[config.mk]
export PLATFORM = sky130hd
export DESIGN_NAME = t_flip_flop
export DESIGN_NICKNAME = d
export VERILOG_FILES = /design/src/rtl/t_flip_flop_pkg.sv /design/src/rtl/t_flip_flop_cell.sv /design/src/rtl/t_flip_flop.sv
export SDC_FILE = /design/constraint.sdc
export NUM_CORES = 1
export LEC_CHECK = 0
export CORE_AREA = 4 4 41 43
export CTS_CLUSTER_DIAMETER = 150
export DETAILED_ROUTE_END_ITERATION = 6
export DIE_AREA = 0 0 45 47
export HOLD_SLACK_MARGIN = 0.08
export MAX_ROUTING_LAYER = met4
export PLACE_DENSITY_LB_ADDON = 0.05
export SLEW_MARGIN = 40
export SYNTH_ARGS = -nofsm -noshare
export SYNTH_HDL_FRONTEND = slang
export SYNTH_SLANG_ARGS = --single-unit
[constraint.sdc]
create_clock -name clk -period 1.5 [get_ports clk]
set_input_delay 0.45 -clock clk [delete_from_list [all_inputs] [get_ports clk]]
set_output_delay 0.45 -clock clk [all_outputs]
set_load 0.005 [all_outputs]
[src/rtl/t_flip_flop_pkg.sv]
// Shared definitions for the toggle flip-flop bank: width limit and next-state rule.
// Latency: n/a (package only).
// Backpressure: none.
package t_flip_flop_pkg;

    localparam int MAX_WIDTH = 64;

    // Next value of one flip-flop; priority is reset, then load, then enabled toggle, else hold.
    function automatic logic toggle_next(
        input logic q,
        input logic t,
        input logic en,
        input logic load,
        input logic d,
        input logic rst,
        input logic rst_val
    );
        if (rst)
            return rst_val;
        else if (load)
            return d;
        else if (en)
            return q ^ t;
        else
            return q;
    endfunction

endpackage

[src/rtl/t_flip_flop_cell.sv]
// Single T flip-flop with clock enable, parallel load and synchronous reset.
// Latency: q and toggled update one cycle after the sampling edge.
// Backpressure: none; every edge is consumed.
module t_flip_flop_cell
    import t_flip_flop_pkg::*;
#(
    parameter logic RESET_VAL = 1'b0
) (
    input  logic clk,
    input  logic rst,
    input  logic t,
    input  logic en,
    input  logic load,
    input  logic d,
    output logic q,
    output logic toggled
);

    logic nxt;

    assign nxt = toggle_next(q, t, en, load, d, rst, RESET_VAL);

    // toggled is simply "did q change", except that a reset edge always reports no change.
    always_ff @(posedge clk) begin
        q       <= nxt;
        toggled <= rst ? 1'b0 : (q ^ nxt);
    end

endmodule

[src/rtl/t_flip_flop.sv]
// Bank of WIDTH independent T flip-flops with enable, load, inverse and change flags.
// Latency: Q/toggled one cycle after the sampling edge; Q_n combinational from Q.
// Backpressure: none; every edge is consumed.
module t_flip_flop
    import t_flip_flop_pkg::*;
#(
    parameter int               WIDTH     = 1,
    parameter logic [WIDTH-1:0] RESET_VAL = '0
) (
    input  logic             clk,
    input  logic             rst,
    input  logic [WIDTH-1:0] T,
    input  logic             en,
    input  logic             load,
    input  logic [WIDTH-1:0] d,
    output logic [WIDTH-1:0] Q,
    output logic [WIDTH-1:0] Q_n,
    output logic [WIDTH-1:0] toggled
);

    generate
        if (WIDTH < 1 || WIDTH > MAX_WIDTH) begin : g_bad_width
            $error("t_flip_flop: WIDTH out of range 1..64");
        end
    endgenerate

    for (genvar i = 0; i < WIDTH; i++) begin : g_cell
        t_flip_flop_cell #(
            .RESET_VAL (RESET_VAL[i])
        ) u_cell (
            .clk     (clk),
            .rst     (rst),
            .t       (T[i]),
            .en      (en),
            .load    (load),
            .d       (d[i]),
            .q       (Q[i]),
            .toggled (toggled[i])
        );
    end

    assign Q_n = ~Q;

endmodule

After elaboration in Yosys (flattened, before gate mapping):

Cells that the tools add are included.
W data, S select, Z words.

* register bits: 2
* word-level logic and storage cells: 8

* multiplexer cells: 3
* bitwise logic cells: 3

Operators by type and width (count)
* $mux W1: 3
* $xor A1 B1 Y1: 2
* $not A1 Y1: 1

Longest topological paths before layout:

Gate-level depths: netlist of run 1.

* word-level depth: 5
* depth in mapped cells: 2

Hierarchy:

Synthesis of run 1 repeated with hierarchy kept, for this count alone.

* cell total of the unflattened synthesis: 10
* area, all modules: 96.3 µm²

Modules (own cells, without submodules)
* t_flip_flop_cell: times used 1, cells each 9, area an instance 92.6 µm², sequential area each 40.0 µm²
* t_flip_flop: times used 1, cells each 1, area an instance 3.8 µm², sequential area each 0.0 µm²

Worst setup path before layout of run 1:

Ideal clock, no wire load.

* path type: input to register
* start: in en
* end: reg g_cell[0].u_cell.q
* setup time: 0.103 ns
* arrival time: 0.883 ns
* setup slack: 0.514 ns
* cell stages on the path: 2
* buffers on the path: 0
* cell sequence: and4b_1 > a2111oi_2

* cells in the longest elaborated chain, start to end: 3

RTL lines
* start: declaration: RTL line t_flip_flop.sv:13 `input logic en,`
* $mux W1: RTL line t_flip_flop_pkg.sv:22 `else if (en)`
* $mux W1: RTL line t_flip_flop_pkg.sv:20 `else if (load)`
* $mux W1: RTL line t_flip_flop_pkg.sv:18 `if (rst)`
* named net g_cell[0].u_cell.nxt: RTL line t_flip_flop_cell.sv:19 `logic nxt;`
* end signal: assignment: RTL line t_flip_flop_cell.sv:25 `q <= nxt;`
* end: declaration: RTL line t_flip_flop_cell.sv:15 `output logic q,`

The timed path passes the listed nets, and every way through them passes these cells.
A chain may end at the register's enable or synchronous reset.

Worst setup path after layout of run 1:

* start: reg g_cell[0].u_cell.toggled
* end: out toggled

RTL lines
* start: declaration: RTL line t_flip_flop_cell.sv:16 `output logic toggled`
* start signal: assignment: RTL line t_flip_flop_cell.sv:26 `toggled <= rst ? 1'b0 : (q ^ nxt);`
* end: declaration: RTL line t_flip_flop.sv:18 `output logic [WIDTH-1:0] toggled`

No word-level cell between the ends.

==> impl_metrics.toml, run 1 <==
[setup_path]
path_max_fanout = 1
r2r-start = "g_cell[0].u_cell.q$_DFF_P_"
crit_path_max_incr_delay_ps = 490
endpoint_kind = "primary output"
startpoint_type = "flop"
worst-path-stages = 1
cp.required_ps = 1050
path_buf_inv = 1
path_cells = "clkdlybuf4s50_1"
critical_path.top_delay_family = "buffers and inverters"
path_class = "flop to primary output"
ff2ff_path_depth = 2
r2r-end = "g_cell[0].u_cell.q$_DFF_P_"
rrSetupSlack_ps = 600
crit_slowest_cell = "clkdlybuf4s50_1"
cp.arrival_ps = 1010

[pwr]
p_switching_uw = 50.1
power_density_nw_per_um2 = 968
p_seq_frac = 0.274
p_leak_uw = 0.0000918
ir_drop_v = 0.000331
p_int_uw = 174
p_sw_frac = 0.223
comb_power_share = 0.183
power_frac_clock = 0.543

[route]
ant_nets = 0
via_count = 130
routed_via_density = 3.51
wl_um = 309
dr.pass1.iters = 1
routedWlPerCell_um = 8.35
drt_iter0_markers = 0
route.detailed.drc = 0

[clock_network]
ctsHoldBuffers = 0
cts_setup_buffers = 0
clk-insertion-delay-late_ps = 230
h-tree-depth = 1
root_buffer = "clkbuf_4"
cts.repair.resized = 4
cts-buffers-inserted = 3
cts.sinks = 2
tritoncts = "yes"
cts_buffer_depth = 2
path_clk_slew_ps = 30

[grt]
grt_usage = 0.0439
antenna_found_initial = 0
grtUsageMet3 = 0.0575
grt_use_met2 = 0.0537
gr-usage-met1 = 0.0316
grt_pass1_vias = 145
grt_max_degree = 6
gr-total-overflow = 0
grt_busiest_layer = "met3"
grt_pass1_wl_um = 510

[place]
place_hpwl_um = 236
gp_congestion = 0.678
io_buffer_count = 8
placed_cells = 34
dp_slack_ps = -54.5

[synth]
synth_seq_cells = 2
synth_area_leaders = "dfxtp_1, a2111oi_2, a211oi_1"
yosysWarnings = 0
avgSynthCellArea_um2 = 10.1
syn-num-nets = 16
synth_cell_types = 7
ys_seq_area_frac = 0.395
yosys.area.top_type_share = 0.395
yosysTopAreaCell = "dfxtp_1"
netlist_area_um2 = 101
synth_cells = 10

[sta]
fin_skew_ps = 2.24
worstMarginPinSlew_ps = 269
finalMaxSlewViolations = 0
final.min_clock_period_ps = 1460
whs_ps = 598
grt_setup_unrepaired = "no"
hold_violations = 0
fmax_ghz = 0.684
setup_viol = 0
setup_ws_ps = 38.2
period_share = 0.975
max_slew_margin = 0.819

[finish]
fin_cells = 37
multi_input_area_um2 = 53.8
mostFrequentLayoutCells = "clkdlybuf4s50_1, clkbuf_4, inv_1, a211oi_1, dlygate4sd2_1"
final_common_cell = "clkdlybuf4s50_1"
regArea_um2 = 43.8
drive_above_1_share = 0.273
fillers = 156
num_antenna_cells = 0
areaGrowthSynthToFinish_pct = 128
fin_nets = 30

[outcome]
outcome = "complete, no violations"

[min_path]
worstHoldStart = "g_cell[0].u_cell.q$_DFF_P_"
hold_depth = 2
hold_class = "flop to flop"
whs_endpoint = "g_cell[0].u_cell.toggled$_SDFF_PP0_"

[floorplanning]
core_um2 = 1300
floorplan.rows = 13
die_h_um = 47
die-area_um2 = 2120
initial_core_util = 0.0779
ioPinCount = 9
die_w_um = 45

[job]
cap_violations = 0
[through the flow]
stage / instance area, um^2 / utilization / TNS (ps) / total power (uW)
6_report: 231 / 0.178 / 0 / 224
5_1_grt: 231 / 0.178 / 0 / 243
2_1_floorplan: 101 / - / 0 / 73.6
3_5_place_dp: 208 / 0.160 / -54.5 / 107
3_3_place_gp: 208 / 0.160 / -39.2 / 108
4_1_cts: 231 / 0.178 / 0 / 235
[metal layers]
metal,share of wire,up-vias
met5,0,-
met4,0,0
met3,0.13,0
met2,0.43,8
met1,0.44,59
li1,-,63
[sequential cells by signal (all words and copies together), names as in the netlist]
signal	flops
g_cell.u_cell.q	1
g_cell.u_cell.toggled	1
[Yosys cell counts]
cell type  number
a211oi_1        2
inv_1           2
xnor2_1         1
a2111oi_2       1
dfxtp_1         2
and4b_1         1
a21oi_1         1
[power by group through the flow]
stage               Sequential, uW  Clock, uW  Combinational [uW]
finish                        61.5        122                40.9
global route                  62.3        136                44.5
CTS                           61.7        131                41.5
detailed placement            62.7          0                44.5
global placement              62.8          0                45.1
floorplan                     62.1          0                11.4
[area by class of cell]
cell class	count	share of cell area
inverters	2	0.0324
well taps	15	0.0811
repair buffers	9	0.368
multi-input cells	6	0.232
clock buffers	3	0.0973
flip-flops and latches	2	0.189
[kinds of logic (layout without fill, tap and decap cells)]
kind of cell    Yosys count  count (layout)  synth area share
compound gates            4               4             0.346
buf+inv                   2              14            0.0741
xor+xnor                  1               1            0.0864
simple gates              1               1            0.0988
flops                     2               2             0.395
[worst max path at each step]
stage	start	endpoint	slack, ps
3_5_place_dp	load	g_cell[0].u_cell.q$_DFF_P_	-50
6_report	g_cell[0].u_cell.toggled$_SDFF_PP0_	toggled	40
5_1_grt	g_cell[0].u_cell.toggled$_SDFF_PP0_	toggled	3
4_1_cts	g_cell[0].u_cell.toggled$_SDFF_PP0_	toggled	20
3_3_place_gp	load	g_cell[0].u_cell.q$_DFF_P_	-40
2_1_floorplan	en	g_cell[0].u_cell.q$_DFF_P_	510
Power figures use the tool's default switching activity.
==> run 2, diff against run 1 <==
--- a/config.mk
+++ b/config.mk
@@ -5,10 +5,10 @@
 export SDC_FILE = /design/constraint.sdc
 export NUM_CORES = 1
 export LEC_CHECK = 0
-export CORE_AREA = 4 4 41 43
+export CORE_AREA = 2 2 39 41
 export CTS_CLUSTER_DIAMETER = 150
 export DETAILED_ROUTE_END_ITERATION = 6
-export DIE_AREA = 0 0 45 47
+export DIE_AREA = 0 0 41 43
 export HOLD_SLACK_MARGIN = 0.08
 export MAX_ROUTING_LAYER = met4
 export PLACE_DENSITY_LB_ADDON = 0.05
==> constraint.sdc (replaced) <==
create_clock -name clk -period 1.5 [get_ports clk]
set_input_delay 0.45 -clock clk [delete_from_list [all_inputs] [get_ports clk]]
set_output_delay 0.45 -clock clk [all_outputs]
set_load 0.02 [all_outputs]
==> run 2 against run 1 <==
Compared with the run above: count of clock-buffer cells in the layout stayed put; final cell count is 5.4% higher; flip-flop and latch count did not move; sequential power down 3%; largest cell class unchanged; combinational power rose by 26%; die area down 17%; wire length down 4.5%; core utilization fell by 0.79 points.
==> impl_metrics.toml, run 2 (synthesized netlist as in run 1, its figures left out) <==
[clock_network]
cts.sinks = 2
cts-buffers-inserted = 3
cts_setup_buffers = 0
path_clk_slew_ps = 30
tritoncts = "yes"
cts_buffer_depth = 2
h-tree-depth = 1
root_buffer = "clkbuf_4"
clk-insertion-delay-late_ps = 220

[floorplanning]
die_h_um = 43
ioPinCount = 9
floorplan.rows = 14
die_w_um = 41
core_um2 = 1380
initial_core_util = 0.0732
die-area_um2 = 1760

[route]
wl_um = 295
drt_iter0_markers = 1
routed_via_density = 3.10
route.detailed.drc = 0
ant_nets = 0
dr.pass1.iters = 2
routedWlPerCell_um = 7.56
via_count = 121

[sta]
fin_skew_ps = 2.99
finalSetupTns_ps = 0
grt_setup_unrepaired = "no"
whs_ps = 707
finalMaxSlewViolations = 0
setup_viol = 0
max_slew_margin = 0.823
worstMarginPinSlew_ps = 263
fmax_ghz = 0.741
period_share = 0.899
final.min_clock_period_ps = 1350
hold_violations = 0

[pwr]
p_switching_uw = 53.2
p_leak_uw = 0.0000995
p_int_uw = 175
power_density_nw_per_um2 = 969
power_frac_clock = 0.513
comb_power_share = 0.226
p_sw_frac = 0.233
ir_drop_v = 0.000130
p_seq_frac = 0.262

[finish]
mostFrequentLayoutCells = "clkdlybuf4s50_1, clkbuf_4, dlygate4sd2_1"
num_antenna_cells = 0
multi_input_area_um2 = 53.8
utilization = 0.170
regArea_um2 = 40.0
areaGrowthSynthToFinish_pct = 132
fin_cells = 39
stdcell_area_um2 = 235
fin_nets = 31
drive_above_1_share = 0.261
largest_registers = "g_cell.u_cell.q: 1 flops, g_cell.u_cell.toggled: 1 flops"
fillers = 166
final_common_cell = "clkdlybuf4s50_1"

[setup_path]
r2r-end = "g_cell[0].u_cell.q$_DFF_P_"
critPathLaunch = "g_cell[0].u_cell.q$_DFF_P_"
path_class = "flop to primary output"
crit_path_max_incr_delay_ps = 330
worst-path-stages = 2
ff2ff_path_depth = 3
cp.arrival_ps = 900
path_max_fanout = 3
critical_path.top_delay_family = "buffers and inverters"
r2r-start = "g_cell[0].u_cell.q$_DFF_P_"
cp.required_ps = 1050
path_buf_inv = 2
path_cells = "inv_1 > dlygate4sd2_1"
endpoint_kind = "primary output"
rrSetupSlack_ps = 510
crit_slowest_cell = "dfxtp_1"
startpoint_type = "flop"
crit_end = "Q_n"

[min_path]
hold_class = "flop to flop"

[place]
gp_congestion = 0.560
placed_cells = 36
postPlaceCellArea_um2 = 216
io_buffer_count = 8

[grt]
grt_pass1_wl_um = 489
grt_pass1_vias = 115
grtUsageMet3 = 0.0314
grt_busiest_layer = "met4"
gr-total-overflow = 0
gr-usage-met1 = 0.0506
grt_max_degree = 4
grt_use_met2 = 0.0500
grt_usage = 0.0542
antenna_found_initial = 0

[outcome]
outcome = "complete, no violations"

[job]
cap_violations = 0
## run 2: power by group through the flow
stage               Clock (uW)  Sequential [uW]  Combinational, uW
finish                     117             59.7               51.5
detailed placement           0             60.6               57.0
global route               139             60.4               56.9
CTS                        126             59.8               52.6
global placement             0             60.8               57.5
floorplan                    0             67.0               13.9
## run 2: area by class of cell
class,count,share of cell area
Timing Repair Buffer,10,0.388
Multi-Input combinational cell,6,0.229
Inverter,2,0.0319
Tap cell,16,0.0851
Clock buffer,3,0.0957
Sequential cell,2,0.170
## run 2: worst min-delay path by stage
stage | slack [ps] | cells after the start | from | end
after floorplan | 520 | 1 | rst | g_cell[0].u_cell.q$_DFF_P_
after CTS | 730 | 3 | g_cell[0].u_cell.q$_DFF_P_ | g_cell[0].u_cell.toggled$_SDFF_PP0_
after global routing | 800 | 3 | g_cell[0].u_cell.q$_DFF_P_ | g_cell[0].u_cell.toggled$_SDFF_PP0_
final | 710 | 3 | g_cell[0].u_cell.q$_DFF_P_ | g_cell[0].u_cell.toggled$_SDFF_PP0_
after detailed placement | 730 | 3 | g_cell[0].u_cell.q$_DFF_P_ | g_cell[0].u_cell.toggled$_SDFF_PP0_
after global placement | 740 | 3 | g_cell[0].u_cell.q$_DFF_P_ | g_cell[0].u_cell.toggled$_SDFF_PP0_
## run 2: stage by stage
step                      setup slack, ps  total power [uW]
after floorplan                       404              80.9
after global placement              -29.2               118
after detailed placement            -37.7               118
after CTS                             129               238
after global routing                 59.5               256
final                                 151               228
## run 2: metal layers
layer,vias to the layer above,part of all wire
met5,-,0
met4,0,0
met3,0,0.12
met2,7,0.45
met1,50,0.43
li1,64,-
## run 2: worst reg2reg max path, delay by kind of cell, from the launching register on
| kind | cells | cell delay, ps |
|---|---|---|
| compound gates | 1 | 260 |
| buf+inv | 1 | 140 |
| flops | 1 | 310 |
| simple gates | 1 | 170 |
## run 2: repair_timing
action | CTS | global route
hold buffers | 0 | 0
setup endpoints to repair | 3 | 0
gates resized for setup | 3 | 0
